<file path="src/rtl/mem_access_unit.sv">
// Multi-cycle MEM-stage memory access unit.
// Checks natural alignment, issues one registered RAM request at a time and
// stalls the pipeline until the RAM acknowledges or the bus times out.
// Load results are lane-extracted and sign/zero-extended for writeback.
module mem_access_unit #(
    parameter int DATA_WIDTH = 32,
    parameter int ADDR_WIDTH = 32,
    parameter int TIMEOUT    = 16
) (
    input  logic                    clk,
    input  logic                    rst,
    input  logic                    req_valid,
    input  logic                    read_flag,
    input  logic                    write_flag,
    input  logic                    sign_ext_flag,
    input  logic [1:0]              size,
    input  logic [ADDR_WIDTH-1:0]   addr,
    input  logic [DATA_WIDTH-1:0]   write_data,
    input  logic                    flush,
    output logic                    stall_req,
    output logic                    ram_en,
    output logic [DATA_WIDTH/8-1:0] ram_write_en,
    output logic [ADDR_WIDTH-1:0]   ram_addr,
    output logic [DATA_WIDTH-1:0]   ram_write_data,
    input  logic [DATA_WIDTH-1:0]   ram_read_data,
    input  logic                    ram_ready,
    output logic [DATA_WIDTH-1:0]   load_data,
    output logic                    load_valid,
    output logic                    addr_error,
    output logic                    bus_error,
    output logic [ADDR_WIDTH-1:0]   bad_addr
);

    localparam int BYTES = DATA_WIDTH / 8;
    localparam int OFFW  = $clog2(BYTES);
    localparam int CNTW  = (TIMEOUT > 1) ? $clog2(TIMEOUT + 1) : 1;

    typedef enum logic {IDLE, BUSY} state_t;

    state_t                  state_q, state_d;
    logic                    ram_en_q, ram_en_d;
    logic [BYTES-1:0]        ram_we_q, ram_we_d;
    logic [ADDR_WIDTH-1:0]   ram_addr_q, ram_addr_d;
    logic [DATA_WIDTH-1:0]   ram_wd_q, ram_wd_d;
    logic [DATA_WIDTH-1:0]   load_data_q, load_data_d;
    logic                    load_valid_q, load_valid_d;
    logic                    addr_error_q, addr_error_d;
    logic                    bus_error_q, bus_error_d;
    logic [ADDR_WIDTH-1:0]   bad_addr_q, bad_addr_d;
    logic [ADDR_WIDTH-1:0]   addr_q, addr_d;
    logic [OFFW-1:0]         off_q, off_d;
    logic [1:0]              size_q, size_d;
    logic                    sext_q, sext_d;
    logic                    is_load_q, is_load_d;
    logic                    drop_q, drop_d;
    logic [CNTW-1:0]         cnt_q, cnt_d;

    logic                    accept, misaligned, timeout_hit, sbit;
    logic [OFFW-1:0]         off;
    logic [BYTES-1:0]        req_bmask;
    logic [DATA_WIDTH-1:0]   rd_shift, rd_mask, rd_ext;

    // Byte-lane mask for an access size, right-justified.
    function automatic logic [BYTES-1:0] size_mask(input logic [1:0] s);
        case (s)
            2'd0:    return BYTES'(1);
            2'd1:    return BYTES'(3);
            2'd2:    return BYTES'(15);
            default: return '1;
        endcase
    endfunction

    // Expand a byte-lane mask into a bit mask.
    function automatic logic [DATA_WIDTH-1:0] lanes_to_bits(input logic [BYTES-1:0] m);
        logic [DATA_WIDTH-1:0] r;
        r = '0;
        for (int i = 0; i < BYTES; i++) r[8*i +: 8] = {8{m[i]}};
        return r;
    endfunction

    // Request decode: acceptance, alignment and lane offset.
    always_comb begin
        off        = addr[OFFW-1:0];
        req_bmask  = size_mask(size);
        accept     = (state_q == IDLE) && req_valid && (read_flag ^ write_flag);
        case (size)
            2'd0:    misaligned = 1'b0;
            2'd1:    misaligned = addr[0];
            2'd2:    misaligned = |addr[1:0];
            default: misaligned = (DATA_WIDTH == 32) ? 1'b1 : |addr[2:0];
        endcase
        // Counter holds the number of completed no-ready BUSY cycles; this
        // cycle is the last allowed one when it would bring it to TIMEOUT.
        timeout_hit = (TIMEOUT != 0) && ((32'(cnt_q) + 32'd1) == 32'(TIMEOUT));
    end

    // Load path: shift the addressed lanes down, mask to size, extend.
    always_comb begin
        rd_shift = ram_read_data >> {off_q, 3'b000};
        rd_mask  = lanes_to_bits(size_mask(size_q));
        case (size_q)
            2'd0:    sbit = rd_shift[7];
            2'd1:    sbit = rd_shift[15];
            2'd2:    sbit = rd_shift[31];
            default: sbit = rd_shift[DATA_WIDTH-1];
        endcase
        rd_ext = (rd_shift & rd_mask) | ((sext_q && sbit) ? ~rd_mask : '0);
    end

    // Next-state logic for the IDLE/BUSY controller and its registered outputs.
    always_comb begin
        state_d      = state_q;
        ram_en_d     = ram_en_q;
        ram_we_d     = ram_we_q;
        ram_addr_d   = ram_addr_q;
        ram_wd_d     = ram_wd_q;
        load_data_d  = load_data_q;
        load_valid_d = 1'b0;
        addr_error_d = 1'b0;
        bus_error_d  = 1'b0;
        bad_addr_d   = bad_addr_q;
        addr_d       = addr_q;
        off_d        = off_q;
        size_d       = size_q;
        sext_d       = sext_q;
        is_load_d    = is_load_q;
        drop_d       = drop_q;
        cnt_d        = cnt_q;
        stall_req    = 1'b0;

        case (state_q)
            IDLE: begin
                if (accept) begin
                    if (misaligned) begin
                        addr_error_d = 1'b1;
                        bad_addr_d   = addr;
                    end else begin
                        stall_req  = 1'b1;
                        state_d    = BUSY;
                        ram_en_d   = 1'b1;
                        ram_addr_d = {addr[ADDR_WIDTH-1:OFFW], OFFW'(0)};
                        ram_we_d   = write_flag ? (req_bmask << off) : '0;
                        ram_wd_d   = write_flag ?
                                     ((write_data & lanes_to_bits(req_bmask)) << {off, 3'b000}) : '0;
                        addr_d     = addr;
                        off_d      = off;
                        size_d     = size;
                        sext_d     = sign_ext_flag;
                        is_load_d  = read_flag;
                        drop_d     = 1'b0;
                        cnt_d      = '0;
                    end
                end
            end
            BUSY: begin
                stall_req = 1'b1;
                drop_d    = drop_q | flush;
                if (ram_ready) begin
                    state_d  = IDLE;
                    ram_en_d = 1'b0;
                    ram_we_d = '0;
                    ram_wd_d = '0;
                    drop_d   = 1'b0;
                    if (is_load_q) begin
                        load_data_d  = rd_ext;
                        load_valid_d = !(drop_q || flush);
                    end
                end else if (timeout_hit) begin
                    state_d     = IDLE;
                    ram_en_d    = 1'b0;
                    ram_we_d    = '0;
                    ram_wd_d    = '0;
                    drop_d      = 1'b0;
                    bus_error_d = 1'b1;
                    bad_addr_d  = addr_q;
                end else begin
                    cnt_d = cnt_q + CNTW'(1);
                end
            end
            default: state_d = IDLE;
        endcase
    end

    // State and output registers with synchronous reset.
    always_ff @(posedge clk) begin
        if (rst) begin
            state_q      <= IDLE;
            ram_en_q     <= 1'b0;
            ram_we_q     <= '0;
            ram_addr_q   <= '0;
            ram_wd_q     <= '0;
            load_data_q  <= '0;
            load_valid_q <= 1'b0;
            addr_error_q <= 1'b0;
            bus_error_q  <= 1'b0;
            bad_addr_q   <= '0;
            addr_q       <= '0;
            off_q        <= '0;
            size_q       <= '0;
            sext_q       <= 1'b0;
            is_load_q    <= 1'b0;
            drop_q       <= 1'b0;
            cnt_q        <= '0;
        end else begin
            state_q      <= state_d;
            ram_en_q     <= ram_en_d;
            ram_we_q     <= ram_we_d;
            ram_addr_q   <= ram_addr_d;
            ram_wd_q     <= ram_wd_d;
            load_data_q  <= load_data_d;
            load_valid_q <= load_valid_d;
            addr_error_q <= addr_error_d;
            bus_error_q  <= bus_error_d;
            bad_addr_q   <= bad_addr_d;
            addr_q       <= addr_d;
            off_q        <= off_d;
            size_q       <= size_d;
            sext_q       <= sext_d;
            is_load_q    <= is_load_d;
            drop_q       <= drop_d;
            cnt_q        <= cnt_d;
        end
    end

    assign ram_en         = ram_en_q;
    assign ram_write_en   = ram_we_q;
    assign ram_addr       = ram_addr_q;
    assign ram_write_data = ram_wd_q;
    assign load_data      = load_data_q;
    assign load_valid     = load_valid_q;
    assign addr_error     = addr_error_q;
    assign bus_error      = bus_error_q;
    assign bad_addr       = bad_addr_q;

endmodule

</file>
<file path="config.mk">
export PLATFORM = sky130hd
export DESIGN_NAME = mem_access_unit
export DESIGN_NICKNAME = d
export VERILOG_FILES = /design/src/rtl/mem_access_unit.sv
export SDC_FILE = /design/constraint.sdc
export NUM_CORES = 1
export LEC_CHECK = 0
export BUFFER_PORTS_ARGS = -buffer_cell sky130_fd_sc_hd__buf_4
export CORE_UTILIZATION = 35
export DETAILED_ROUTE_END_ITERATION = 12
export PLACE_DENSITY = 0.56
export SYNTH_ARGS = -nofsm -noshare
export SYNTH_HDL_FRONTEND = slang
export SYNTH_SLANG_ARGS = --single-unit
</file>
<file path="constraint.sdc">
create_clock -name clk -period 3.1 [get_ports clk]
set_input_delay 0 -clock clk [delete_from_list [all_inputs] [get_ports clk]]
set_output_delay 0 -clock clk [all_outputs]
set_load 0.01 [all_outputs]
</file>
==> flow_metrics.tcl, run 1 <==
set metrics [dict create \
    viasPerCell 4.95 \
    comb_power_share 0.149 \
    reg2reg_from "state_q" \
    netlist_area_mm2 0.00754 \
    clock_sinks 147 \
    synthDominantCellAreaShare 0.390 \
    drv_cap 0 \
    dieArea_mm2 0.0221 \
    place_congestion 0.809 \
    dp_worst_setup_slack_ns 0.984 \
    slew_violations 0 \
    reg2reg_to "ram_write_data[30]" \
    worst_pin_slew_ns 0.889 \
    boundaryPins 243 \
    final_nets 1241 \
    wirelength_um 23300 \
    row_count 53 \
    finalHoldViolCount 0 \
    core_mm2 0.0211 \
    synth_ff_type "dfxtp_1" \
    areaGrowthSynthToFinish_pct 41.0 \
    vias 7044 \
    start_util 0.358 \
    leakagePower_uw 0.00446 \
    postLayoutSetupSlackWorst_ns 0.423 \
    grt_pass1_vias 6940 \
    p_int_uw 3420 \
    worstSetupPathType "in2reg" \
    cts_tree "yes" \
    p_per_area_mw_per_mm2 438 \
    post_dp_cell_area_mm2 0.00928 \
    routedWlPerCell_um 16.4 \
    yosys-top-cells-area "dfxtp_1, nand2_1, mux2_2, mux2i_1, a21oi_1" \
    hold_end "ram_write_data[21]" \
    ys_warn_count 0 \
    die_h_um 149 \
    first_pass_iters 4 \
    synth_edf_count 0 \
    clk-insertion-delay-late_ns 0.42 \
    worstSetupStartpointType "input port" \
    min_path_cells 4 \
    rsz0062_at_grt "no" \
    clk_pin_slew_worst_paths_ns 0.06 \
    ff_latch_area_mm2 0.00294 \
    ff2ff_path_depth 4 \
    vdd_drop_max_v 0.000353 \
    p_clk_frac 0.427 \
    min-delay-start "write_data[21]" \
    ys_seq_elements 147 \
    crit_arrival_ns 3.04 \
    synth.yosys.seq_area_share 0.390 \
    worstSetupEndpointType "flip-flop" \
    tns_ns 0 \
    n_fill_cell 2013 \
    grt_max_degree 53 \
    hp-class "in2reg" \
    wl_met3_um 1340 \
    yosysUniqueCellTypes 53 \
    grt_pass1_wl_um 37100 \
    relSlewSlack 0.407 \
    overflow 0 \
    synth-async-reset-ratio 0 \
    netSwitchingFraction 0.267 \
    multiInputGateArea_mm2 0.00386 \
    avgSynthCellArea_um2 8.59 \
    n_antenna_cell 0 \
    crit_required_ns 3.46 \
    power_uw 4660 \
    setup_viol 0 \
    cts.path.max_buffers 2 \
    worst-r2r-setup-slack_ns 0.94 \
    hpwlAfterDp_um 15700 \
    cts_root_buf "clkbuf_16" \
    antenna_found_initial 0 \
    timing.final.crit_share 0.864 \
    route.met2.wl_um 11000 \
    finClkSkew_ns 0.0112 \
    dr.max_layer_used "met4" \
    wl_met1_um 10600 \
    die_x_um 149 \
    grtUsageTotal 0.212 \
    drive_gt1_frac 0.325 \
    power.switching_uw 1240 \
    path_max_fanout 34 \
    design_area_mm2 0.0106 \
    synthCells 878 \
    ant_nets 0 \
    drc_errors 0 \
    drt_iter0_markers 407 \
    h-tree-depth 4 \
    outcome "complete, no violations" \
    numCtsBuffers 17 \
    numPortBuffers 240 \
    cts_setup_buffers 0 \
    p_seq_frac 0.424 \
    fin_crit_ns 2.68 \
    synth_top_cell_by_area "dfxtp_1" \
    max_freq_ghz 0.374 \
]
-- per-layer routing --
metal	track usage	vias up
met5	0	-
met4	0.0776	0
met3	0.0502	20
met2	0.348	186
met1	0.269	3291
li1	-	3547
-- synthesized netlist by cell type (11+ instances only) --
library cell and count:
nand2_1 178, dfxtp_1 147, a32oi_1 26, buf_4 37, a21oi_1 71, o21ai_0 41
mux2i_1 46, inv_1 51, clkbuf_1 42, o21ai_1 29, o211ai_1 16, mux2_2 53
nand3_1 12, nor2_1 11
-- worst max path at each step --
stage,to,cells past startpoint,slack [ns],from
floorplan,load_data[21],6,1.23,addr_q[0]
global placement,cnt_q[0],6,0.99,addr[1]
detailed placement,cnt_q[0],6,0.98,addr[1]
CTS,addr_q[22],8,0.49,addr[1]
global route,addr_q[12],8,0.32,addr[0]
finish,addr_q[22],8,0.42,addr[1]
-- worst max-delay path: stages --
cell	delay [ns]
dlygate4sd3_1	0.54
buf_4	0.23
or3_1	0.52
a2111oi_4	0.65
buf_12	0.28
nand2_1	0.08
a21oi_1	0.13
dlygate4sd3_1	0.58
-- flip-flops by register name, summed over array words and instances (netlist names) --
name            cells
load_data          32
state_q             1
is_load_q           1
ram_en              1
ram_write_en        4
sext_q              1
ram_write_data     32
drop_q              1
bad_addr           32
load_valid          1
addr_q             32
addr_error          1
bus_error           1
size_q              2
cnt_q               5
-- power by group through the flow --
stage / sequential (uW) / combinational [uW] / clock (uW)
after global routing: 1980 / 756 / 2130
after detailed placement: 2020 / 621 / 0
after CTS: 1980 / 697 / 2040
after floorplan: 2020 / 361 / 0
after global placement: 2020 / 621 / 0
final: 1980 / 695 / 1990
-- kinds of logic after synthesis --
| family | count (synthesis) | share of synthesized area |
|---|---|---|
| multiplexers | 108 | 0.167 |
| buffers and inverters | 152 | 0.101 |
| other | 1 | 0.000497 |
| flip-flops | 147 | 0.390 |
| adder cells (fa/ha/maj) | 1 | 0.00166 |
| AO/OA/AOI/OAI | 226 | 0.196 |
| XOR/XNOR | 1 | 0.00116 |
| AND/OR/NAND/NOR | 242 | 0.143 |
-- layout by cell type (no fill, tap or decap), drive strengths merged, types with 3 or more instances in the layout --
master and instances:
a211oi 3, mux4 9, a221o 8, and2 6, nor2 11, o21ai 70
a21oi 72, o211ai 16, o21a 9, dfxtp 147, a32oi 26, a2111oi 3
mux2i 46, nor2b 6, mux2 53, clkinv 4, clkbuf 19, dlygate4sd3 80
clkinvlp 3, nand3 20, inv 56, buf 257, nand2b 3, nand2 178
a31oi 4, o2bb2ai 3, and3 3
-- what timing repair did --
action / 4_1_cts / 5_1_grt
endpoints found under the hold margin: 100 / 0
hold buffers: 80 / 0
resized for setup: 0 / 0
-- layout make-up --
type / count / share of cell area
clock buffers: 19 / 0.0407
clock inverters: 13 / 0.0119
inverters: 51 / 0.0180
multi-input cells: 580 / 0.363
flip-flops and latches: 147 / 0.277
well taps: 275 / 0.0323
repair buffers: 337 / 0.258
-- stage by stage --
step                hold WS [ns]   util  cells
global placement           0.188  0.440   1310
global route              0.0238  0.505   1422
detailed placement         0.189  0.440   1310
floorplan                 0.0771      -    879
finish                   0.00699  0.505   1422
CTS                     0.000506  0.505   1422
Note: power is estimated with default switching activity, not from simulation.
==> run 2, diff against run 1 <==
--- a/config.mk
+++ b/config.mk
@@ -7,8 +7,11 @@
 export LEC_CHECK = 0
 export BUFFER_PORTS_ARGS = -buffer_cell sky130_fd_sc_hd__buf_4
 export CORE_UTILIZATION = 35
+export CTS_BUF_LIST = sky130_fd_sc_hd__clkbuf_8
 export DETAILED_ROUTE_END_ITERATION = 12
+export MAX_ROUTING_LAYER = met4
 export PLACE_DENSITY = 0.56
+export RECOVER_POWER = 50
 export SYNTH_ARGS = -nofsm -noshare
 export SYNTH_HDL_FRONTEND = slang
 export SYNTH_SLANG_ARGS = --single-unit
==> flow_metrics.tcl, run 2 (same netlist as run 1, synthesis figures left out) <==
set metrics [dict create \
    finClkSkew_ns 0.0102 \
    tns_ns 0 \
    fin_crit_ns 2.75 \
    crit_arrival_ns 3.12 \
    dieArea_mm2 0.0221 \
    timing.final.crit_share 0.886 \
    outcome "complete, no violations" \
    path_max_fanout 17 \
    finalHoldViolCount 0 \
    relSlewSlack 0.325 \
    p_clk_frac 0.351 \
    drt_iter0_markers 422 \
    numCtsBuffers 17 \
    worst_pin_slew_ns 1.01 \
    grt_max_degree 53 \
    final_common_cell "nand2_1" \
    p_per_area_mw_per_mm2 401 \
    worstSetupEndpointType "flip-flop" \
    antenna_found_initial 0 \
    worstSetupStartpointType "flip-flop" \
    final_nets 1271 \
    ant_nets 0 \
    viasPerCell 5.00 \
    start_util 0.358 \
    power.switching_uw 1180 \
    clk_pin_slew_worst_paths_ns 0.09 \
    core_mm2 0.0211 \
    clk-insertion-delay-late_ns 0.45 \
    hpwlAfterDp_um 15700 \
    vias 7267 \
    max_freq_ghz 0.364 \
    multiInputGateArea_mm2 0.00386 \
    drc_errors 0 \
    rsz0062_at_grt "no" \
    areaGrowthSynthToFinish_pct 35.8 \
    row_count 53 \
    first_pass_iters 5 \
    path_cells "or4b_2, a211oi_2, nand3_1, dlygate4sd3_1, o211ai_1" \
    gr-usage-met1 0.274 \
    met2_usage 0.359 \
    boundaryPins 243 \
    numPortBuffers 240 \
    routedWlPerCell_um 16.2 \
    overflow 0 \
    grt_pass1_vias 7092 \
    layout_common_cells "nand2_1, dfxtp_1, clkbuf_1" \
    cts.path.max_buffers 2 \
    drive_gt1_frac 0.202 \
    cts_tree "yes" \
    p_seq_frac 0.480 \
    slew_violations 0 \
    setup_viol 0 \
    slowest_delay_ns 0.78 \
    grt_pass1_wl_um 37600 \
    clock_sinks 147 \
    h-tree-depth 4 \
    vdd_drop_max_v 0.000241 \
    hp-class "in2reg" \
    wirelength_um 23600 \
    cts_setup_buffers 0 \
    n_fill_cell 2137 \
    drv_cap 0 \
    busiest_layer "met2" \
    worstSetupPathType "reg2reg" \
    die_h_um 149 \
    crit_required_ns 3.47 \
    critPathSlowestCell "or4b_2" \
    netSwitchingFraction 0.287 \
    place_congestion 0.821 \
    p_int_uw 2930 \
    ff_latch_area_mm2 0.00294 \
    comb_power_share 0.169 \
    leakagePower_uw 0.00393 \
    die_x_um 149 \
    cts_root_buf "clkbuf_8" \
    grt_use_met3 0.0456 \
    grtUsageTotal 0.221 \
    n_antenna_cell 0 \
    hold_ws_ns 0.0329 \
    cts_resized 0 \
]
-- run 2: cell types whose count changed in the layout (fill, tap and decap cells not counted), sizes merged --
| cell | change |
|---|---|
| clkbuf | +132 |
| dlygate4sd3 | +30 |
| buf | -134 |
| inv | +2 |
-- run 2: power by group through the flow --
stage                     Sequential (uW)  Combinational, uW  Clock (uW)
final                                1970                693        1440
after global placement               2020                621           0
after floorplan                      2020                361           0
after global routing                 1980                756        1580
after CTS                            1970                728        1500
after detailed placement             2020                621           0
-- run 2: path summary, 6_finish.rpt --
| kind | start | to | slack (ns) | cells past startpoint |
|---|---|---|---|---|
| setup / recovery | state_q | ram_write_data[23] | 0.35 | 5 |
| hold / removal | write_data[8] | ram_write_data[16] | 0.03 | 5 |
| setup reg to reg | state_q | ram_write_data[23] | 0.35 | 5 |
| hold reg to reg | drop_q | load_valid | 0.42 | 1 |
-- run 2: final cells by class --
cell class,count,share of cell area
multi-input combinational,580,0.377
sequential,147,0.287
timing repair buffer,367,0.248
tap,275,0.0336
clock buffer,17,0.0228
inverter,51,0.0187
clock inverter,15,0.0131
-- run 2: worst max-delay path, delay by kind of cell (launching register included) --
family / cells / cell delay (ns)
compound gates: 2 / 0.62
flops: 1 / 0.53
simple gates: 2 / 0.92
buf+inv: 1 / 0.60
-- run 2: metal layers --
metal  part of all wire  vias up  wire length (um)
li1                   -     3609                 -
met1               0.45     3405             10500
met2               0.48      224             11200
met3              0.058       29              1380
met4              0.019        0               446
met5                  0        -                 0
-- run 2: what timing repair did --
item,4_1_cts,5_1_grt
endpoints found under the hold margin,129,0
hold buffers,110,0
setup endpoints to repair,0,0
-- run 2: stage by stage --
step                      power [uW]  setup WS [ns]  cells   util  instance area (um2)
final                           4110          0.354   1452  0.486                10200
after global placement          2640          0.993   1310  0.440                 9280
after detailed placement        2640          0.984   1310  0.440                 9280
after floorplan                 2380           1.23    879      -                 7550
after global routing            4320          0.191   1452  0.486                10200
after CTS                       4200          0.531   1452  0.510                10700
